## config.mk

```make
export PLATFORM = sky130hd
export DESIGN_NAME = regbank_access_ctrl_flat
export DESIGN_NICKNAME = d
export VERILOG_FILES = /design/src/rtl/regbank_access_ctrl_if.sv /design/src/rtl/regbank_access_ctrl.sv /design/src/flat_wrapper.sv
export SDC_FILE = /design/constraint.sdc
export NUM_CORES = 1
export LEC_CHECK = 0
export CAP_MARGIN = 20
export CORE_ASPECT_RATIO = 1.5
export CORE_MARGIN = 2
export CORE_UTILIZATION = 45
export CTS_BUF_LIST = sky130_fd_sc_hd__clkbuf_16
export CTS_CLUSTER_SIZE = 20
export DETAILED_ROUTE_END_ITERATION = 12
export GPL_TIMING_DRIVEN = 0
export PLACE_DENSITY = 0.86
export RECOVER_POWER = 100
export SYNTH_ARGS = -nofsm -noshare
export SYNTH_HDL_FRONTEND = slang
export SYNTH_SLANG_ARGS = --single-unit
```

## constraint.sdc

```tcl
create_clock -name clk -period 3.7 [get_ports clk]
set_input_delay 0.925 -clock clk [delete_from_list [all_inputs] [get_ports clk]]
set_output_delay 0.925 -clock clk [all_outputs]
set_load 0.03 [all_outputs]
```

## src/rtl/regbank_access_ctrl_if.sv

```systemverilog
// Bundle of requester-side handshake and register-bank port signals for regbank_access_ctrl.
// The slave modport is the controller; the master modport is the surrounding requesters and bank.
interface regbank_access_ctrl_if #(
  parameter int NREQ = 4,
  parameter int AW   = 3,
  parameter int DW   = 8
);
  logic [NREQ-1:0]    req;
  logic [NREQ-1:0]    req_wr;
  logic [NREQ*AW-1:0] req_addr;
  logic [NREQ*DW-1:0] req_wdata;
  logic [NREQ-1:0]    ack;
  logic [DW-1:0]      rdata;
  logic               clr_start;
  logic               clr_busy;
  logic               rb_we;
  logic [AW-1:0]      rb_waddr;
  logic [DW-1:0]      rb_wdata;
  logic [AW-1:0]      rb_raddr;
  logic [DW-1:0]      rb_rdata;

  modport master (
    output req, req_wr, req_addr, req_wdata, clr_start, rb_rdata,
    input  ack, rdata, clr_busy, rb_we, rb_waddr, rb_wdata, rb_raddr
  );

  modport slave (
    input  req, req_wr, req_addr, req_wdata, clr_start, rb_rdata,
    output ack, rdata, clr_busy, rb_we, rb_waddr, rb_wdata, rb_raddr
  );
endinterface

```

## src/rtl/regbank_access_ctrl.sv

```systemverilog
// Round-robin arbitrated req/ack access to a small register bank, with a clear sequencer
// that zeroes every entry. All outputs come straight from registers.
module regbank_access_ctrl #(
  parameter int NREQ = 4,
  parameter int AW   = 3,
  parameter int DW   = 8
) (
  input logic                  clk,
  input logic                  reset,
  regbank_access_ctrl_if.slave bus
);
  localparam int GW = (NREQ > 1) ? $clog2(NREQ) : 1;

  typedef enum logic [1:0] {IDLE, ACCESS, DONE, CLEAR} state_t;

  state_t        state, state_nxt;
  logic [GW-1:0] last_grant, last_grant_nxt;
  logic [GW-1:0] gnt, gnt_nxt;
  logic          wr, wr_nxt;
  logic          clr_pend, clr_pend_nxt;
  logic [AW-1:0] clr_cnt, clr_cnt_nxt;

  logic            we_q, we_nxt;
  logic [AW-1:0]   waddr_q, waddr_nxt;
  logic [DW-1:0]   wdata_q, wdata_nxt;
  logic [AW-1:0]   raddr_q, raddr_nxt;
  logic [NREQ-1:0] ack_q, ack_nxt;
  logic [DW-1:0]   rdata_q, rdata_nxt;
  logic            busy_q, busy_nxt;

  logic [AW-1:0] addr_arr  [NREQ];
  logic [DW-1:0] wdata_arr [NREQ];

  for (genvar i = 0; i < NREQ; i++) begin : g_unpack
    assign addr_arr[i]  = bus.req_addr[i*AW +: AW];
    assign wdata_arr[i] = bus.req_wdata[i*DW +: DW];
  end

  // Round-robin search starting just after the most recent grant.
  logic          pick_valid;
  logic [GW-1:0] pick;
  logic [GW-1:0] idx;

  always_comb begin
    pick_valid = 1'b0;
    pick       = '0;
    idx        = '0;
    for (int k = 1; k <= NREQ; k++) begin
      idx = GW'((int'(last_grant) + k) % NREQ);
      if (!pick_valid && bus.req[idx]) begin
        pick_valid = 1'b1;
        pick       = idx;
      end
    end
  end

  always_comb begin
    state_nxt      = state;
    last_grant_nxt = last_grant;
    gnt_nxt        = gnt;
    wr_nxt         = wr;
    clr_pend_nxt   = clr_pend;
    clr_cnt_nxt    = clr_cnt;
    we_nxt         = 1'b0;
    waddr_nxt      = '0;
    wdata_nxt      = '0;
    raddr_nxt      = raddr_q;
    ack_nxt        = '0;
    rdata_nxt      = rdata_q;
    busy_nxt       = 1'b0;

    case (state)
      IDLE: begin
        if (bus.clr_start || clr_pend) begin
          state_nxt    = CLEAR;
          clr_pend_nxt = 1'b0;
          clr_cnt_nxt  = '0;
          we_nxt       = 1'b1;
          busy_nxt     = 1'b1;
        end else if (pick_valid) begin
          state_nxt      = ACCESS;
          gnt_nxt        = pick;
          last_grant_nxt = pick;
          wr_nxt         = bus.req_wr[pick];
          raddr_nxt      = addr_arr[pick];
          if (bus.req_wr[pick]) begin
            we_nxt    = 1'b1;
            waddr_nxt = addr_arr[pick];
            wdata_nxt = wdata_arr[pick];
          end
        end
      end

      ACCESS: begin
        state_nxt = DONE;
        ack_nxt   = NREQ'(1) << gnt;
        if (!wr) rdata_nxt = bus.rb_rdata;
        if (bus.clr_start) clr_pend_nxt = 1'b1;
      end

      DONE: begin
        state_nxt = IDLE;
        if (bus.clr_start) clr_pend_nxt = 1'b1;
      end

      CLEAR: begin
        // clr_start is deliberately ignored here; a clear is already running.
        if (clr_cnt == '1) begin
          state_nxt = IDLE;
        end else begin
          clr_cnt_nxt = clr_cnt + AW'(1);
          we_nxt      = 1'b1;
          waddr_nxt   = clr_cnt + AW'(1);
          busy_nxt    = 1'b1;
        end
      end

      default: state_nxt = IDLE;
    endcase
  end

  always_ff @(posedge clk) begin
    if (reset) begin
      state      <= IDLE;
      last_grant <= GW'(NREQ - 1);
      gnt        <= '0;
      wr         <= 1'b0;
      clr_pend   <= 1'b0;
      clr_cnt    <= '0;
      we_q       <= 1'b0;
      waddr_q    <= '0;
      wdata_q    <= '0;
      raddr_q    <= '0;
      ack_q      <= '0;
      rdata_q    <= '0;
      busy_q     <= 1'b0;
    end else begin
      state      <= state_nxt;
      last_grant <= last_grant_nxt;
      gnt        <= gnt_nxt;
      wr         <= wr_nxt;
      clr_pend   <= clr_pend_nxt;
      clr_cnt    <= clr_cnt_nxt;
      we_q       <= we_nxt;
      waddr_q    <= waddr_nxt;
      wdata_q    <= wdata_nxt;
      raddr_q    <= raddr_nxt;
      ack_q      <= ack_nxt;
      rdata_q    <= rdata_nxt;
      busy_q     <= busy_nxt;
    end
  end

  assign bus.rb_we    = we_q;
  assign bus.rb_waddr = waddr_q;
  assign bus.rb_wdata = wdata_q;
  assign bus.rb_raddr = raddr_q;
  assign bus.ack      = ack_q;
  assign bus.rdata    = rdata_q;
  assign bus.clr_busy = busy_q;
endmodule
```

## src/flat_wrapper.sv

```systemverilog
// flat-port wrapper written by rule: the top's interface ports become plain ports
module regbank_access_ctrl_flat 
#(
  parameter int NREQ = 4,
  parameter int AW   = 3,
  parameter int DW   = 8
)
  (clk, reset, bus_req, bus_req_wr, bus_req_addr, bus_req_wdata, bus_clr_start, bus_rb_rdata, bus_ack, bus_rdata, bus_clr_busy, bus_rb_we, bus_rb_waddr, bus_rb_wdata, bus_rb_raddr);
  regbank_access_ctrl_if #(.NREQ(NREQ), .AW(AW), .DW(DW)) bus_i ();
  input logic clk;
  input logic reset;
  input wire logic [$bits(bus_i.req)-1:0] bus_req;
  input wire logic [$bits(bus_i.req_wr)-1:0] bus_req_wr;
  input wire logic [$bits(bus_i.req_addr)-1:0] bus_req_addr;
  input wire logic [$bits(bus_i.req_wdata)-1:0] bus_req_wdata;
  input wire logic [$bits(bus_i.clr_start)-1:0] bus_clr_start;
  input wire logic [$bits(bus_i.rb_rdata)-1:0] bus_rb_rdata;
  output wire logic [$bits(bus_i.ack)-1:0] bus_ack;
  output wire logic [$bits(bus_i.rdata)-1:0] bus_rdata;
  output wire logic [$bits(bus_i.clr_busy)-1:0] bus_clr_busy;
  output wire logic [$bits(bus_i.rb_we)-1:0] bus_rb_we;
  output wire logic [$bits(bus_i.rb_waddr)-1:0] bus_rb_waddr;
  output wire logic [$bits(bus_i.rb_wdata)-1:0] bus_rb_wdata;
  output wire logic [$bits(bus_i.rb_raddr)-1:0] bus_rb_raddr;
  assign bus_i.req = bus_req;
  assign bus_i.req_wr = bus_req_wr;
  assign bus_i.req_addr = bus_req_addr;
  assign bus_i.req_wdata = bus_req_wdata;
  assign bus_i.clr_start = bus_clr_start;
  assign bus_i.rb_rdata = bus_rb_rdata;
  assign bus_ack = bus_i.ack;
  assign bus_rdata = bus_i.rdata;
  assign bus_clr_busy = bus_i.clr_busy;
  assign bus_rb_we = bus_i.rb_we;
  assign bus_rb_waddr = bus_i.rb_waddr;
  assign bus_rb_wdata = bus_i.rb_wdata;
  assign bus_rb_raddr = bus_i.rb_raddr;
  regbank_access_ctrl #(.NREQ(NREQ), .AW(AW), .DW(DW)) u_core (.clk(clk), .reset(reset), .bus(bus_i));
endmodule
```

---- After elaboration in Yosys (flattened, before gate mapping) ----
Index checks and enable logic that the tools add are counted.
operators by class
  add/sub/neg operators ................... 5
  order comparisons ....................... 6
  eq/ne operators ......................... 9
  shift-type cells ........................ 1
  multiplexer cells ....................... 46
  bitwise gates (word level) .............. 7
  reductions and logical operators ........ 18
operators by type and width
  cell                                                 count
  2-to-1 mux 3 bit                                     8
  binary-select mux 8 bit (select 2 bit)               1
  2-to-1 mux 1 bit                                     16
  2-to-1 mux 8 bit                                     2
  < comparator 2 x 3 -> 1 bit (second input constant)  5
  2-to-1 mux 2 bit                                     7
  case mux 3 bit (2 select lines)                      2
  binary-select mux 1 bit (select 2 bit)               5
  AND reduction 3 bit                                  3
  case mux 2 bit (4 select lines)                      1
  binary-select mux 3 bit (select 2 bit)               1
  != test 2 x 1 -> 1 bit (second input constant)       3
  inverter 1 bit                                       6
  case mux 1 bit (2 select lines)                      3
  OR reduction 5 bit                                   1
  adder 2 x 1 -> 2 bit (second input constant)         2
  adder 2 bit (second input constant)                  2
  == test 2 bit (second input constant)                2
  AND reduction 2 bit                                  2
  nonzero test 2 bit                                   2
  OR reduction 2 bit                                   2
  left shift 1 x 2 -> 4 bit (first input constant)     1
  adder 3 x 1 -> 3 bit (second input constant)         1
  == test 3 bit (second input constant)                1
  9 further kinds                                      13
word-level totals
  flip-flop bits (word level) ............. 39
  bits of input ports ..................... 63
  output and inout bits ................... 28

---- Longest topological paths before layout ----
  word-level depth ........................ 21
  gate-level depth with buffers ........... 9
  mapped depth without buffers ............ 8

---- Least setup slack after synthesis ----
OpenSTA, ideal clock, no wires.
  kind .................................... in2reg
  from .................................... input port bus_req[2]
  to ...................................... register u_core.waddr_q[1] (netlist: u_core.bus.rb_waddr[1])
  arrival ................................. 2.186 ns
  required time ........................... 3.583 ns
  setup slack ............................. 1.397 ns
  stages on the path ...................... 7
  buffers on the path ..................... 1
  path through ............................ or4_1 -> and2_1 -> buf_6 -> nand3_1 -> o22ai_1 -> a22oi_1 -> nor2_1
on the way
  word-level cells in the longest chain between the ends .. 20
RTL lines
  item                                                 RTL line                    source
  start: declaration                                   flat_wrapper.sv:12          input wire logic [$bits(bus_i.req)-1:0] bus_req;
  binary-select mux 1 bit (select 2 bit)               regbank_access_ctrl.sv:50   if (!pick_valid && bus.req[idx]) begin
  2-to-1 mux 1 bit (implied by the code)               regbank_access_ctrl.sv:50
  2-to-1 mux 1 bit                                     regbank_access_ctrl.sv:50
  logical NOT 1 bit                                    regbank_access_ctrl.sv:50
  logical AND 1 bit                                    regbank_access_ctrl.sv:50
  2-to-1 mux 1 bit                                     regbank_access_ctrl.sv:50
  logical NOT 1 bit                                    regbank_access_ctrl.sv:50
  logical AND 1 bit                                    regbank_access_ctrl.sv:50
  [... 3 more ...]                                     -
  2-to-1 mux 2 bit                                     regbank_access_ctrl.sv:50
  inverter 2 -> 3 bit (implied by the code)            regbank_access_ctrl.sv:88   waddr_nxt = addr_arr[pick];
  binary-select mux 3 bit (select 2 bit)               regbank_access_ctrl.sv:88
  2-to-1 mux 3 bit (implied by the code) (2 in a row)  regbank_access_ctrl.sv:88
  2-to-1 mux 3 bit                                     regbank_access_ctrl.sv:86   if (bus.req_wr[pick]) begin
  2-to-1 mux 3 bit (*)                                 regbank_access_ctrl.sv:80   end else if (pick_valid) begin
  2-to-1 mux 3 bit (*)                                 regbank_access_ctrl.sv:74   if (bus.clr_start || clr_pend) begin
  case mux 3 bit (2 select lines) (*)                  regbank_access_ctrl.sv:72   case (state)
  end signal: assignment                               regbank_access_ctrl.sv:145  waddr_q <= waddr_nxt;
  end: declaration                                     regbank_access_ctrl.sv:24   logic [AW-1:0] waddr_q, waddr_nxt;
Every way passes the cells marked *; elsewhere a longest branch is shown, timed or not. The select of a mux whose other input is x is not followed.
A chain may end at the register's enable or synchronous reset.

---- Final worst setup path ----
  from .................................... input port bus_req[3]
  to ...................................... register u_core.wdata_q[3] (netlist: u_core.bus.rb_wdata[3])
on the way
  word-level cells in the longest chain between the ends .. 16
RTL lines
  item                                                                                              RTL line                                              source
  binary-select mux 1 bit (select 2 bit)                                                            regbank_access_ctrl.sv:50
  2-to-1 mux 1 bit (implied by the code)                                                            regbank_access_ctrl.sv:50
  2-to-1 mux 1 bit                                                                                  regbank_access_ctrl.sv:50
  logical NOT 1 bit                                                                                 regbank_access_ctrl.sv:50
  logical AND 1 bit                                                                                 regbank_access_ctrl.sv:50
  2-to-1 mux 1 bit                                                                                  regbank_access_ctrl.sv:50
  logical NOT 1 bit                                                                                 regbank_access_ctrl.sv:50
  logical AND 1 bit                                                                                 regbank_access_ctrl.sv:50
  2-to-1 mux 1 bit                                                                                  regbank_access_ctrl.sv:50
  logical NOT 1 bit                                                                                 regbank_access_ctrl.sv:50
  logical AND 1 bit                                                                                 regbank_access_ctrl.sv:50
  2-to-1 mux 2 bit                                                                                  regbank_access_ctrl.sv:50
  binary-select mux 1 bit (select 2 bit) or inverter 2 -> 3 bit (tied branches)                     regbank_access_ctrl.sv:86, regbank_access_ctrl.sv:89
  2-to-1 mux 1 bit (implied by the code) or binary-select mux 8 bit (select 2 bit) (tied branches)  regbank_access_ctrl.sv:86, regbank_access_ctrl.sv:89
  inverter 1 bit (no line) or 2-to-1 mux 8 bit (tied branches)                                      -
  OR reduction 5 bit (no line) or 2-to-1 mux 8 bit (tied branches)                                  -
  end signal: assignment                                                                            regbank_access_ctrl.sv:146                            wdata_q <= wdata_nxt;
  end: declaration                                                                                  regbank_access_ctrl.sv:25                             logic [DW-1:0] wdata_q, wdata_nxt;
Several ways; a longest one is shown, not always the timed one. The select of a mux whose other input is x is not followed.

==> reports/qor.csv <==
stage,metric,value,unit
place,dp.cells,332,
cts,cts_tree,done,
final_layout,finalNonFillerCells,340,
worst_setup_path,end_kind,flip-flop,
die,die_w,58.46,um
power,comb_power_share,0.450,
synthesis,synth_cells,196,
synthesis,syn_area,0.002002,sq mm
die,fp.coreArea,0.004245,sq mm
die,die_area,0.005009,sq mm
timing,period_needed,3086,ps
drt,vias_per_cell,5.415,
place,port_buffers,90,
cts,clk_pin_slew,60,ps
hold_path,hp-class,flip-flop to flip-flop,
synthesis,yosysSeqAreaShare,0.3900,
power,p_int,1.195,mW
worst_setup_path,arrival,3280,ps
outcome,status,finished clean,
drt,drtPass1Iterations,4,
power,powerDensity,611.8,mW/mm^2
synthesis,ys_warn_count,0,
synthesis,async_reset_ff_frac,0,
worst_setup_path,cpPeakStageDelay,680,ps
synthesis,synth-seq-cells,39,
worst_setup_path,crit_path_top_delay_cell,dlygate4sd3_1,
final_layout,fin_util,0.7312,
place,dpl_cell_area,0.002960,sq mm
hold_path,hp-start,u_core.wr,
timing,max_freq,324.0,MHz
hold_path,worstHoldPathCells,2,
drt,drtIter0Drc,60,
synthesis,yosysUniqueCellTypes,52,
worst_setup_path,rr_worst_depth,9,
final_layout,mostFrequentLayoutCells,"60 x clkdlybuf4s50_1, 39 x dfxtp_1, 30 x dlygate4sd3_1, 23 x mux2i_1, 22 x nor2_1",
timing,drv_slew,0,
final_layout,final_cell_area,0.003104,sq mm
final_layout,antenna_cells,0,
synthesis,yosysTopAreaCellShare,0.3900,
final_layout,layout.nets,361,
cts,clk_latency,280,ps
timing,rsz0062_at_grt,no,
synthesis,synth_top_cell_by_area,dfxtp_1,
die,die_y,85.69,um
timing,setup_violations,0,
worst_setup_path,crit_chain,dlygate4sd3_1 > nor2_1 > a31oi_4 > mux2i_1 > mux2i_1 > nand3_4 > a211oi_1,
synthesis,ys.flop_type,dfxtp_1,
worst_setup_path,timing.rr.end,u_core.bus.rb_waddr[1],
timing,relSlewSlack,0.5049,
worst_setup_path,crit_path_frequent_cell,mux2i_1,
worst_setup_path,path_class,primary input to flip-flop,
global_routing,grt_usage,0.2158,
cts,clockBufferDepth,2,
hold_path,hold_end,u_core.wr,
cts,cts.sinks,39,
drt,num_vias,1841,
global_routing,antenna_found_initial,0,
worst_setup_path,worst-path-buf-inv,1,
cts,root_buffer,clkbuf_16,
worst_setup_path,rrSetupSlack,1280,ps
global_routing,overflow,0,
power,ir_drop,0.0005205,V
global_routing,grt_pass1_vias,1940,
synthesis,synth_nets,264,
worst_setup_path,critPathMaxFanout,8,
synthesis,yosys-top-cells-area,"dfxtp_1 39%, mux2i_1 11%, a211oi_2 6.3%",
final_layout,layout_commonest_cell,clkdlybuf4s50_1,
drt,drc,0,
final_layout,area_growth,55.06,%
power,switchingPower,0.7042,mW
worst_setup_path,crit_family,multiplexers,
die,rows,29,
cts,cts_buffers,5,
drt,routed_wl,5.156,mm
job,max_cap_violations,0,
power,swShare,0.3708,
drt,routedWlPerCell,15.16,um
final_layout,drive_gt1_frac,0.1259,
place,place_hpwl,3.969,mm
power,power.leakage,1.278,nW
timing,hold_viol_final,0,
synthesis,synth.avg_cell_area,10.21,sq um
cts,postCtsResizedCells,0,
die,initial_core_util,0.4716,
cts,cts_setup_buffers,0,
timing,fin_crit_sh,0.8341,
power,pwr-share-seq,0.290,
power,clkPwrFrac,0.261,
cts,htreeDepth,2,
global_routing,grt_pass1_wl,8.362,mm
worst_setup_path,cp-start-kind,primary input,
place,place.gp.congestion,0.7825,
timing,tns,0,ps
timing,clock-skew-final,2.859,ps
drt,detail-route-antenna-nets,0,
cts,cts_hold_buf,0,
timing,whs,469.0,ps
global_routing,grt_max_degree,14,
timing,tightest_slew,722.0,ps
worst_setup_path,r2r-start,u_core.state[1],
synthesis,synth_edf_count,0,
worst_setup_path,required,3900,ps
die,io_pins,91,
==> power groups by stage <==
stage	clock [mW]	combinational [mW]	sequential, mW
floorplan	0	0.507	0.656
global placement	0	0.862	0.556
detailed placement	0	0.879	0.560
CTS	0.496	0.895	0.553
global route	0.515	0.920	0.559
finish	0.495	0.854	0.550
==> layout make-up <==
class                           instances  area [sq um]
Buffer                                  8         53.80
Clock buffer                            5         125.1
Clock inverter                          3         43.79
Fill cell                             322          1141
Inverter                                4         15.01
Multi-Input combinational cell        145          1127
Sequential cell                        39         780.7
Tap cell                               46         57.56
Timing Repair Buffer                   90         900.9
==> how the worst max path moves through the flow <==
stage               start                endpoint  slack, ps  cells past startpoint
3_5_place_dp   bus_req[3]  u_core.bus.rb_waddr[1]        660                      8
2_1_floorplan  bus_req[2]  u_core.bus.rb_waddr[1]       1400                      7
3_3_place_gp   bus_req[3]  u_core.bus.rb_waddr[1]        680                      8
4_1_cts        bus_req[3]  u_core.bus.rb_raddr[1]        910                      8
5_1_grt        bus_req[3]  u_core.bus.rb_wdata[3]        410                      7
6_report       bus_req[3]  u_core.bus.rb_wdata[3]        610                      7
==> cells by family after synthesis <==
family                     share of synthesized area
and+or+nand+nor                               0.1813
AOI/OAI and AO/OA                             0.2313
DFF                                           0.3900
muxes                                         0.1281
buffers and inverters                        0.03812
adders and majority gates                    0.03125
==> synth_stat cells (2+ instances only) <==
library cell,n
o21ai_0,4
dfxtp_1,39
mux2i_1,22
clkbuf_1,3
inv_1,4
nor2_1,22
o22ai_1,2
ha_1,5
nor4bb_1,2
nand3_1,3
buf_6,2
a211oi_1,7
nor2b_1,2
o21ai_1,3
a32oi_1,2
a22oi_1,2
a211oi_2,10
a21oi_1,10
and2_1,7
nand2_1,11
and2_2,3
==> layer usage <==
metal / vias to the layer above / GRT usage / share of wire
met5: - / 0 / 0
met4: 0 / 0.07822 / 0.017
met3: 9 / 0.07843 / 0.090
met2: 82 / 0.4065 / 0.54
met1: 841 / 0.2056 / 0.35
li1: 909 / - / -
==> registers in the layout, indices dropped and copies added, names as in the netlist <==
name / flops
u_core.bus.ack: 4
u_core.bus.clr_busy: 1
u_core.bus.rb_raddr: 3
u_core.bus.rb_waddr: 3
u_core.bus.rb_wdata: 8
u_core.bus.rb_we: 1
u_core.bus.rdata: 8
u_core.clr_cnt: 3
u_core.clr_pend: 1
u_core.gnt: 2
u_core.last_grant: 2
u_core.state: 2
u_core.wr: 1
==> through the flow <==
stage                     total power [mW]  worst slack, ps
after global placement               1.418            679.8
after CTS                            1.943            913.2
after global routing                 1.993            414.0
final                                1.899            613.7
after floorplan                      1.163             1397
after detailed placement             1.440            662.3
==> worst register-to-register path, delay by kind of cell, from the launching register on <==
family / cells / cell delay, ps
AOI/OAI and AO/OA: 2 / 410
adders and majority gates: 1 / 290
buffers and inverters: 2 / 410
DFF: 1 / 320
and+or+nand+nor: 4 / 940
Power figures use the tool's default switching activity.
